<file path="config.mk">
export PLATFORM = sky130hd
export DESIGN_NAME = board_line_clearer
export DESIGN_NICKNAME = d
export VERILOG_FILES = /design/src/rtl/tetris_pkg.sv /design/src/rtl/board_line_clearer.sv
export SDC_FILE = /design/constraint.sdc
export NUM_CORES = 1
export LEC_CHECK = 0
export BUFFER_PORTS_ARGS = -buffer_cell sky130_fd_sc_hd__buf_2
export CAP_MARGIN = 20
export CORE_ASPECT_RATIO = 1.4
export CORE_MARGIN = 5
export CORE_UTILIZATION = 35
export DETAILED_ROUTE_END_ITERATION = 8
export GPL_ROUTABILITY_DRIVEN = 0
export PLACE_DENSITY = 0.7
export SYNTH_ARGS = -nofsm -noshare
export SYNTH_HDL_FRONTEND = slang
export SYNTH_SLANG_ARGS = --single-unit
</file>
<file path="constraint.sdc">
create_clock -name Clk -period 2.38 [get_ports Clk]
set_clock_uncertainty 0.1 [all_clocks]
set_input_delay 0.119 -clock Clk [delete_from_list [all_inputs] [get_ports Clk]]
set_output_delay 0.119 -clock Clk [all_outputs]
set_load 0.05 [all_outputs]
</file>
<file path="src/rtl/tetris_pkg.sv">
// Shared playfield geometry and the line-clearer state type.
package tetris_pkg;

   localparam int ROWS = 30;
   localparam int COLS = 20;

   localparam logic [COLS-1:0] FULL_ROW = {COLS{1'b1}};

   typedef enum logic [2:0] {
      IDLE,
      READ,
      EVAL,
      FILL,
      DONE
   } clr_state_t;

endpackage

</file>
<file path="src/rtl/board_line_clearer.sv">
// Single-pass line clearer: scans the board bottom-up, drops full rows,
// packs surviving rows toward the bottom and zero-fills the rows left on top.
module board_line_clearer
   import tetris_pkg::*;
#(
   parameter int ROWS = tetris_pkg::ROWS,
   parameter int COLS = tetris_pkg::COLS
) (
   input  logic            Clk,
   input  logic            Reset_n,
   input  logic            start,
   output logic            busy,
   output logic            done,
   output logic [4:0]      rows_cleared,
   output logic [4:0]      rd_addr,
   input  logic [COLS-1:0] rd_data,
   output logic            wr_en,
   output logic [4:0]      wr_addr,
   output logic [COLS-1:0] wr_data
);

   localparam logic [4:0] LAST_ROW = 5'(ROWS - 1);

   clr_state_t state_reg, state_next;
   logic [4:0] r_reg, r_next;
   logic [4:0] w_reg, w_next;
   logic [4:0] cnt_reg, cnt_next;
   logic       row_full;

   assign row_full     = &rd_data;
   assign rows_cleared = cnt_reg;

   always_ff @(posedge Clk or negedge Reset_n) begin
      if (!Reset_n) begin
         state_reg <= IDLE;
         r_reg     <= LAST_ROW;
         w_reg     <= LAST_ROW;
         cnt_reg   <= 5'd0;
      end else begin
         state_reg <= state_next;
         r_reg     <= r_next;
         w_reg     <= w_next;
         cnt_reg   <= cnt_next;
      end
   end

   always_comb begin
      state_next = state_reg;
      r_next     = r_reg;
      w_next     = w_reg;
      cnt_next   = cnt_reg;
      busy       = 1'b1;
      done       = 1'b0;
      rd_addr    = 5'd0;
      wr_en      = 1'b0;
      wr_addr    = 5'd0;
      wr_data    = '0;

      case (state_reg)
         IDLE: begin
            busy = 1'b0;
            if (start) begin
               cnt_next   = 5'd0;
               r_next     = LAST_ROW;
               w_next     = LAST_ROW;
               state_next = READ;
            end
         end

         READ: begin
            rd_addr    = r_reg;
            state_next = EVAL;
         end

         EVAL: begin
            if (row_full) begin
               cnt_next = cnt_reg + 5'd1;
            end else begin
               // A survivor already sitting at its destination needs no write.
               if (w_reg != r_reg) begin
                  wr_en   = 1'b1;
                  wr_addr = w_reg;
                  wr_data = rd_data;
               end
               if (w_reg != 5'd0) begin
                  w_next = w_reg - 5'd1;
               end
            end
            if (r_reg == 5'd0) begin
               state_next = (cnt_next != 5'd0) ? FILL : DONE;
            end else begin
               r_next     = r_reg - 5'd1;
               state_next = READ;
            end
         end

         FILL: begin
            wr_en   = 1'b1;
            wr_addr = w_reg;
            if (w_reg == 5'd0) begin
               state_next = DONE;
            end else begin
               w_next = w_reg - 5'd1;
            end
         end

         DONE: begin
            done       = 1'b1;
            state_next = IDLE;
         end

         default: begin
            state_next = IDLE;
         end
      endcase
   end

endmodule

</file>
==> impl_metrics.ini, run 1 <==
[grt]
antenna_found_initial = 0
groute.usage.overall = 0.142
grt_remaining_overflow = 0
grt_pass1_vias = 1375
grt_max_degree = 22
grt_pass1_wl_um = 6370

[routing]
num_vias = 1427
vias_per_cell = 5.13
drtIter0Drc = 37
drt-wirelength-per-cell_um = 13.6
dr.pass1.iters = 4
wirelength_um = 3770
ant_nets = 0
remaining_drc_errors = 0

[clocking]
cts_tree = done
clk_pin_slew_ns = 0.07
htree_levels = 1
clockBufferDepth = 2
root_buffer = clkbuf_8
clk_latency_ns = 0.25
cts_made_buffers = 3
clkSinkCount = 18
postCtsSetupBuffers = 0

[place]
port-buffer-count = 60
dp_hpwl_um = 3050
placed_area_um2 = 1770

[timing]
hold_viol = 0
period_share = 0.945
post-route-min-period_ns = 2.25
fmax_mhz = 445
drv_slew = 0
setup_tns_ns = 0
maxSlewHeadroom = 0.639
setup_violations = 0
worstMarginPinSlew_ns = 0.542

[yosys]
seq_area_frac_synth = 0.325
synth_flop_cell = dfrtp_1
synth_edf_count = 0
postSynthCellCount = 173
mappedNetlistArea_um2 = 1420
syn_nets = 200
synthArstFlopShare = 1.00
ys_ff_latch = 18
postSynthAreaPerCell_um2 = 8.20
synth.distinct_cells = 48
yosysWarnings = 0

[critical_path]
reg2regPathDepth = 6
crit_start = state_reg[2]
worst-setup-path-type = reg2out
crit_required_ns = 2.16
crit_slowest_cell = dfrtp_1
crit_path_cell_trace = and2b_1 > nand2b_1 > a311oi_2 > buf_6 > and2_1 > buf_2
cp.buffers_inverters = 2
arrival_ns = 2.03
cp.depth = 6
worstReg2RegEnd = w_reg[0]
r2r_setup_slack_ns = 0.21
start_kind = flop
r2r-start = w_reg[0]
critPathMaxFanout = 21
cpPeakStageDelay_ns = 0.44
crit_family = simple AND/OR/NAND/NOR gates
crit_end = wr_data[8]
end_kind = output pin

[power_and_ir_drop]
powerDensity_nw_per_um2 = 1510
ir_drop_mv = 1.24
p_leak_nw = 0.885
power.share.combinational = 0.711
p_sw_frac = 0.594
p_int_w = 0.00113
seq_power_share = 0.210
power_frac_clock = 0.079
p_switching_w = 0.00165

[floorplanning]
die_w_um = 63.8
placeableCoreArea_um2 = 3920
fp.dieArea_um2 = 5450
fp-row-count = 27
start_util = 0.362
die_y_um = 85.3
boundaryPins = 61

[cells_and_area]
final_nets = 263
multi_input_area_um2 = 903
utilization = 0.471
drive_gt1_frac = 0.370
regArea_um2 = 462
antenna_cells = 0
n_fill_cell = 388
fin_area_um2 = 1840
area_growth_pct = 30.0

[hold_path]
min_path_type = in2async

[outcome]
status = finished clean

[flow_run]
cap_violations = 0
-- layout by cell type, fill, tap and decap left out, drive strengths merged, types with 2 or more instances in the layout --
master,n
buf,61
and2,25
nand2,19
nor2,16
o21ai,13
dfrtp,10
dfstp,8
clkbuf,8
a21oi,7
nor3,7
xor2,5
nand4,5
inv,5
xnor2,4
nand2b,4
ha,4
nor2b,3
nand3,3
a311oi,2
mux2i,2
and3,2
or3,2
or2,2
nor3b,2
-- layer usage --
| layer | vias up | wire length (um) | GRT usage |
|---|---|---|---|
| met1 | 663 | 1440 | 0.163 |
| met2 | 44 | 2060 | 0.264 |
| met5 | - | 0 | 0 |
| met3 | 4 | 238 | 0.0199 |
| met4 | 0 | 29 | 0.0397 |
| li1 | 716 | - | - |
-- cell families (layout without fill, tap and decap cells) --
group / after synthesis / in the layout / share of synthesized area
simple gates: 96 / 96 / 0.381
compound gates: 30 / 30 / 0.138
flops: 18 / 18 / 0.325
buf+inv: 13 / 75 / 0.0432
xor+xnor: 9 / 9 / 0.0556
fa+ha+maj: 4 / 4 / 0.0353
mux: 3 / 3 / 0.0220
-- worst reg2reg max path, delay by kind of cell (launching register included) --
kind | cells | cell delay (ns)
compound gates | 2 | 0.59
simple gates | 1 | 0.18
mux | 1 | 0.40
buf+inv | 1 | 0.07
flops | 1 | 0.56
fa+ha+maj | 1 | 0.20
-- power by group through the flow --
stage               sequential (W)  clock, W  combinational [W]
floorplan                 0.000504         0            0.00160
CTS                       0.000581  0.000227            0.00197
global route              0.000606  0.000242            0.00211
detailed placement        0.000585         0            0.00196
finish                    0.000583  0.000221            0.00198
global placement          0.000585         0            0.00195
-- final cells by class --
type / instances / share of cell area
well taps: 43 / 0.0292
repair buffers: 66 / 0.196
inverters: 5 / 0.0102
multi-input cells: 142 / 0.490
flip-flops and latches: 18 / 0.250
clock buffers: 4 / 0.0244
-- cell usage after synthesis (all sizes together) (3+ instances only) --
library cell	number	share of area
and2	25	0.11
nand4	5	0.022
nor2	16	0.048
a21oi	7	0.025
ha	4	0.035
xnor2	4	0.025
dfrtp	10	0.18
clkbuf	4	0.011
o21ai	13	0.046
nor3	7	0.028
xor2	5	0.031
nand2b	4	0.018
nand3	3	0.011
nor2b	3	0.013
inv	5	0.013
nand2	19	0.050
buf	4	0.019
dfstp	8	0.15
-- worst min path at each step --
| stage | cells after the start | to |
|---|---|---|
| floorplan | 0 | r_reg[1] |
| global placement | 1 | r_reg[1] |
| detailed placement | 1 | r_reg[1] |
| CTS | 2 | r_reg[1] |
| global route | 2 | rows_cleared[4] |
| finish | 2 | r_reg[1] |
-- per-stage QoR --
| step | setup WS (ns) | hold slack [ns] | cells | total power, W |
|---|---|---|---|---|
| floorplan | 0.140 | -0.277 | 173 | 0.00210 |
| global placement | 0.292 | -0.0216 | 273 | 0.00253 |
| detailed placement | 0.229 | -0.0232 | 273 | 0.00254 |
| CTS | 0.112 | 0.240 | 278 | 0.00278 |
| global route | -0.0237 | 0.278 | 278 | 0.00296 |
| finish | 0.132 | 0.227 | 278 | 0.00278 |
-- what timing repair did --
action / in CTS / in global routing
setup endpoints to repair: 0 / 20
resized for setup: 0 / 6
hold buffers: 1 / 0
endpoints found under the hold margin: 10 / 0
(Power assumes the default switching activity.)
==> run 2: changes to the inputs <==
- PLACE_DENSITY: 0.7 -> 0.72
- clock period: 2.38 -> 2 ns (I/O delays scaled with it)
==> run 2 against run 1 <==
  * The flow now finishes with violations (setup timing)
  * Sequential power grew 14%
  * Core utilization rose by 9.5 points
  * Highest routed layer unchanged
  * Combinational power rose by 62%
  * Sequential share of layout area fell by 4.2 points
  * Clock-buffer cell count unchanged
  * Global-route usage increased by 0.34 points
  * Critical path type unchanged
  * Flip-flop and latch count unchanged
==> impl_metrics.ini, run 2 (synthesized netlist as in run 1, its figures left out) <==
[outcome]
status = finished, violations left
violations = setup timing

[critical_path]
reg2regPathDepth = 9
critPathMaxFanout = 10
end_kind = output pin
cpPeakStageDelay_ns = 0.55
start_kind = flop
r2r_setup_slack_ns = 0.01
worstReg2RegEnd = r_reg[3]
crit_required_ns = 1.80
crit_top_cell = buf_4
crit_path_cell_trace = xor2_1 > nor3_2 > a311oi_2 > buf_4 > buf_4 > and2_1 > buf_6
worst-setup-path-type = reg2out
crit_slowest_cell = dfstp_2
arrival_ns = 1.99
r2r-start = r_reg[0]

[timing]
drv_slew = 0
setup_tns_ns = -3.89
worstMarginPinSlew_ns = 0.460
worst_slack_ns = -0.187
maxSlewHeadroom = 0.689
hold_viol = 0
period_share = 1.09
fmax_mhz = 457
post-route-min-period_ns = 2.19
rsz0062_at_grt = yes
setup_violations = 26

[power_and_ir_drop]
p_leak_nw = 1.03
ir_drop_mv = 1.56
powerDensity_nw_per_um2 = 1880

[cells_and_area]
mostFrequentLayoutCells = 34 x buf_2, 27 x buf_6, 24 x and2_1
layout.cells.non_filler = 295
n_fill_cell = 350
final_nets = 280
final_common_cell = buf_2
fin_area_um2 = 2220
antenna_cells = 0
area_growth_pct = 56.3
multi_input_area_um2 = 980
drive_gt1_frac = 0.488
regArea_um2 = 462
utilization = 0.566

[routing]
num_vias = 1552
drt-wirelength-per-cell_um = 15.7
remaining_drc_errors = 0
ant_nets = 0
vias_per_cell = 5.26
drtIter0Drc = 39
wirelength_um = 4620
dr.pass1.iters = 4

[clocking]
cts_made_buffers = 3
clk_pin_slew_ns = 0.07
root_buffer = clkbuf_8
clk_latency_ns = 0.25
clockBufferDepth = 2
cts_tree = done
htree_levels = 1
clkSinkCount = 18

[floorplanning]
fp.dieArea_um2 = 5450
die_w_um = 63.8
start_util = 0.362
die_y_um = 85.3
boundaryPins = 61
placeableCoreArea_um2 = 3920
fp-row-count = 27

[grt]
antenna_found_initial = 0
groute.usage.overall = 0.145
grt_max_degree = 22
grt_pass1_vias = 1436
grt_pass1_wl_um = 6500
grt_remaining_overflow = 0

[flow_run]
cap_violations = 0

[place]
port-buffer-count = 60
placed_area_um2 = 1840
dp.cells = 281
dp_hpwl_um = 3160
pre_cts_ws_ns = -0.0339

[hold_path]
min_path_type = in2async
[run 2: changes by cell type in the layout (fill, tap and decap cells not counted), sizes merged]
cell    before  now
buf         61   82
clkbuf       8    4
[run 2: repair_timing]
action | 4_1_cts | 5_1_grt
setup endpoints to repair | 30 | 33
hold buffers | 1 | 0
pin swaps | 1 | 4
endpoints found under the hold margin | 18 | 0
buffers inserted | 5 | 3
cloned | 0 | 1
resized for setup | 31 | 49
[run 2: per-layer routing]
| layer | track usage | part of all wire |
|---|---|---|
| met5 | 0 | 0 |
| met4 | 0.0454 | 0.023 |
| met3 | 0.0212 | 0.033 |
| met2 | 0.283 | 0.57 |
| met1 | 0.153 | 0.38 |
[run 2: worst max path at each step]
stage / from / cells after the start / slack, ns / to
3_3_place_gp: w_reg[0] / 7 / 0.04 / w_reg[0]
5_1_grt: w_reg[0] / 7 / -0.27 / wr_data[17]
3_5_place_dp: w_reg[0] / 7 / -0.03 / w_reg[0]
6_report: r_reg[0] / 7 / -0.19 / wr_data[17]
2_1_floorplan: state_reg[1] / 6 / -0.16 / wr_addr[2]
4_1_cts: w_reg[1] / 8 / -0.07 / wr_en
[run 2: worst max-delay path: cells and delay by family, from the launching register on]
| kind | cells | cell delay (ns) |
|---|---|---|
| xor gates and xnor gates | 1 | 0.18 |
| and+or+nand+nor | 2 | 0.24 |
| AOI/OAI and AO/OA | 1 | 0.27 |
| DFF | 1 | 0.55 |
| buffers and inverters | 3 | 0.50 |
[run 2: per-stage QoR]
step | hold slack (ns) | total power (W)
after floorplan | -0.296 | 0.00251
after global placement | -0.0408 | 0.00312
after detailed placement | -0.0435 | 0.00315
after CTS | 0.216 | 0.00372
after global routing | 0.240 | 0.00439
final | 0.218 | 0.00418
[run 2: area by class of cell]
type                       count  share of cell area
clock buffer                   4              0.0248
inverter                       5             0.00846
multi-input combinational    142               0.442
sequential                    18               0.208
tap                           43              0.0243
timing repair buffer          83               0.293
[run 2: report_power, final]
group,total [W],switching (W),internal (W),leakage [nW]
clock network,0.000300,0.000125,0.000175,0.0288
logic,0.00321,0.00198,0.00124,0.787
registers,0.000663,0.000144,0.000520,0.216
==> run 3: changes to the inputs <==
- CORE_UTILIZATION: 35 -> 30
- PLACE_DENSITY: 0.72 -> 0.65
- SKIP_LAST_GASP: not set -> 1
==> run 3 against run 2 <==
  * The flow still finishes with violations (setup timing)
  * Total power shrank 7.8%
  * Largest power group unchanged
  * Combinational power shrank 11%
  * Sequential share of layout area grew 0.94 points
  * Core utilization shrank 10 points
  * Fmax grew 3.4%
  * Critical path type unchanged
  * Clock-buffer cell count is the same
  * Sequential power grew 2%
  * Register-to-register slack lost 0.04 ns
  * Critical endpoint is now wr_addr[0]
  * Clock power grew 3%
  * Largest cell class unchanged
  * Non-clock buffer count shrank 6
  * Hold slack lost 0.0086 ns
==> impl_metrics.ini, run 3 (synthesized netlist as in run 1, its figures left out) <==
[timing]
setup_violations = 29
worst_slack_ns = -0.114
maxSlewHeadroom = 0.712
holdWs_ns = 0.209
fmax_mhz = 473
period_share = 1.06
worstMarginPinSlew_ns = 0.433
drv_slew = 0
hold_viol = 0
post-route-min-period_ns = 2.11
rsz0062_at_grt = yes

[critical_path]
r2r-start = w_reg[0]
start_kind = flop
arrival_ns = 1.91
critPathMaxFanout = 21
crit_required_ns = 1.80
worst-setup-path-type = reg2out
reg2regPathDepth = 9
end_kind = output pin
worstReg2RegEnd = w_reg[2]
r2r_setup_slack_ns = -0.03

[place]
port-buffer-count = 60
pre_cts_ws_ns = -0.0330
dp_hpwl_um = 3140
placed_area_um2 = 1860
dp.cells = 300

[grt]
grt_pass1_wl_um = 6580
grt_pass1_vias = 1401
antenna_found_initial = 0
grt_max_degree = 22
grt_remaining_overflow = 0
groute.usage.overall = 0.132

[clocking]
cts_tree = done
htree_levels = 1
clkSinkCount = 18
clk_pin_slew_ns = 0.08
cts_made_buffers = 3
clk_latency_ns = 0.26
clockBufferDepth = 2
root_buffer = clkbuf_8

[routing]
num_vias = 1434
drtIter0Drc = 52
dr.pass1.iters = 4
remaining_drc_errors = 0
vias_per_cell = 4.66
drt-wirelength-per-cell_um = 13.5
wirelength_um = 4170
ant_nets = 0

[power_and_ir_drop]
p_leak_nw = 0.984
ir_drop_mv = 0.670
powerDensity_nw_per_um2 = 1820

[outcome]
status = finished, violations left
violations = setup timing

[hold_path]
min_path_type = in2async

[floorplanning]
die_w_um = 68.1
die_y_um = 91.4
fp.dieArea_um2 = 6220
fp-row-count = 29
placeableCoreArea_um2 = 4570
boundaryPins = 61
start_util = 0.310

[cells_and_area]
final_common_cell = buf_4
drive_gt1_frac = 0.463
layout.cells.non_filler = 308
mostFrequentLayoutCells = 36 x buf_4, 35 x buf_2, 25 x and2_1
final_nets = 274
fin_area_um2 = 2120
antenna_cells = 0
utilization = 0.463
area_growth_pct = 49.2

[flow_run]
cap_violations = 0
[run 3: cell count changes in the layout (fill, tap and decap cells not counted), sizes merged]
cell and change:
buf -6
[run 3: power breakdown]
group | internal, W | switching (W) | total (W)
registers | 0.000519 | 0.000158 | 0.000677
logic | 0.00102 | 0.00185 | 0.00286
clock network | 0.000175 | 0.000134 | 0.000309
total | 0.00171 | 0.00214 | 0.00385
[run 3: final cells by class]
cell class                 instances  area, um2
clock buffer                       4       55.1
fill                             485       2450
inverter                           5       21.3
multi-input combinational        142        991
sequential                        18        460
tap                               62       77.6
timing repair buffer              77        512
[run 3: layer usage]
layer	vias to the layer above	track usage	share of wire
li1	738	-	-
met1	665	0.159	0.39
met2	29	0.243	0.57
met3	2	0.0198	0.036
met4	0	0.0199	0.0029
met5	-	0	0
[run 3: critical path: stages, from the launching register on]
cell and delay, ns:
dfstp_2 0.58, xor2_2 0.16, nor3_2 0.07, a311oi_2 0.27, buf_6 0.21, nor2_1 0.06
nor2_2 0.10, buf_4 0.20
[run 3: through the flow]
| stage | power [W] | setup TNS, ns |
|---|---|---|
| after detailed placement | 0.00313 | -0.0437 |
| after global placement | 0.00312 | 0 |
| final | 0.00385 | -2.18 |
| after floorplan | 0.00251 | -0.600 |
| after CTS | 0.00367 | -1.54 |
| after global routing | 0.00409 | -4.82 |
[run 3: worst max path at each step]
| stage | startpoint | to | slack [ns] | depth (start not counted) |
|---|---|---|---|---|
| 2_1_floorplan | state_reg[1] | wr_addr[2] | -0.16 | 6 |
| 6_report | w_reg[3] | wr_addr[0] | -0.11 | 7 |
| 5_1_grt | w_reg[3] | wr_addr[0] | -0.21 | 7 |
| 3_5_place_dp | w_reg[0] | w_reg[0] | -0.03 | 7 |
| 3_3_place_gp | w_reg[0] | w_reg[0] | 0.03 | 7 |
| 4_1_cts | w_reg[0] | wr_addr[0] | -0.10 | 7 |
[run 3: repair_timing]
action,CTS,global route
setup buffers,1,2
resized for setup,33,18
hold endpoints to repair,10,0
hold buffers,1,0
setup endpoints to repair,30,31
pin swaps,1,3
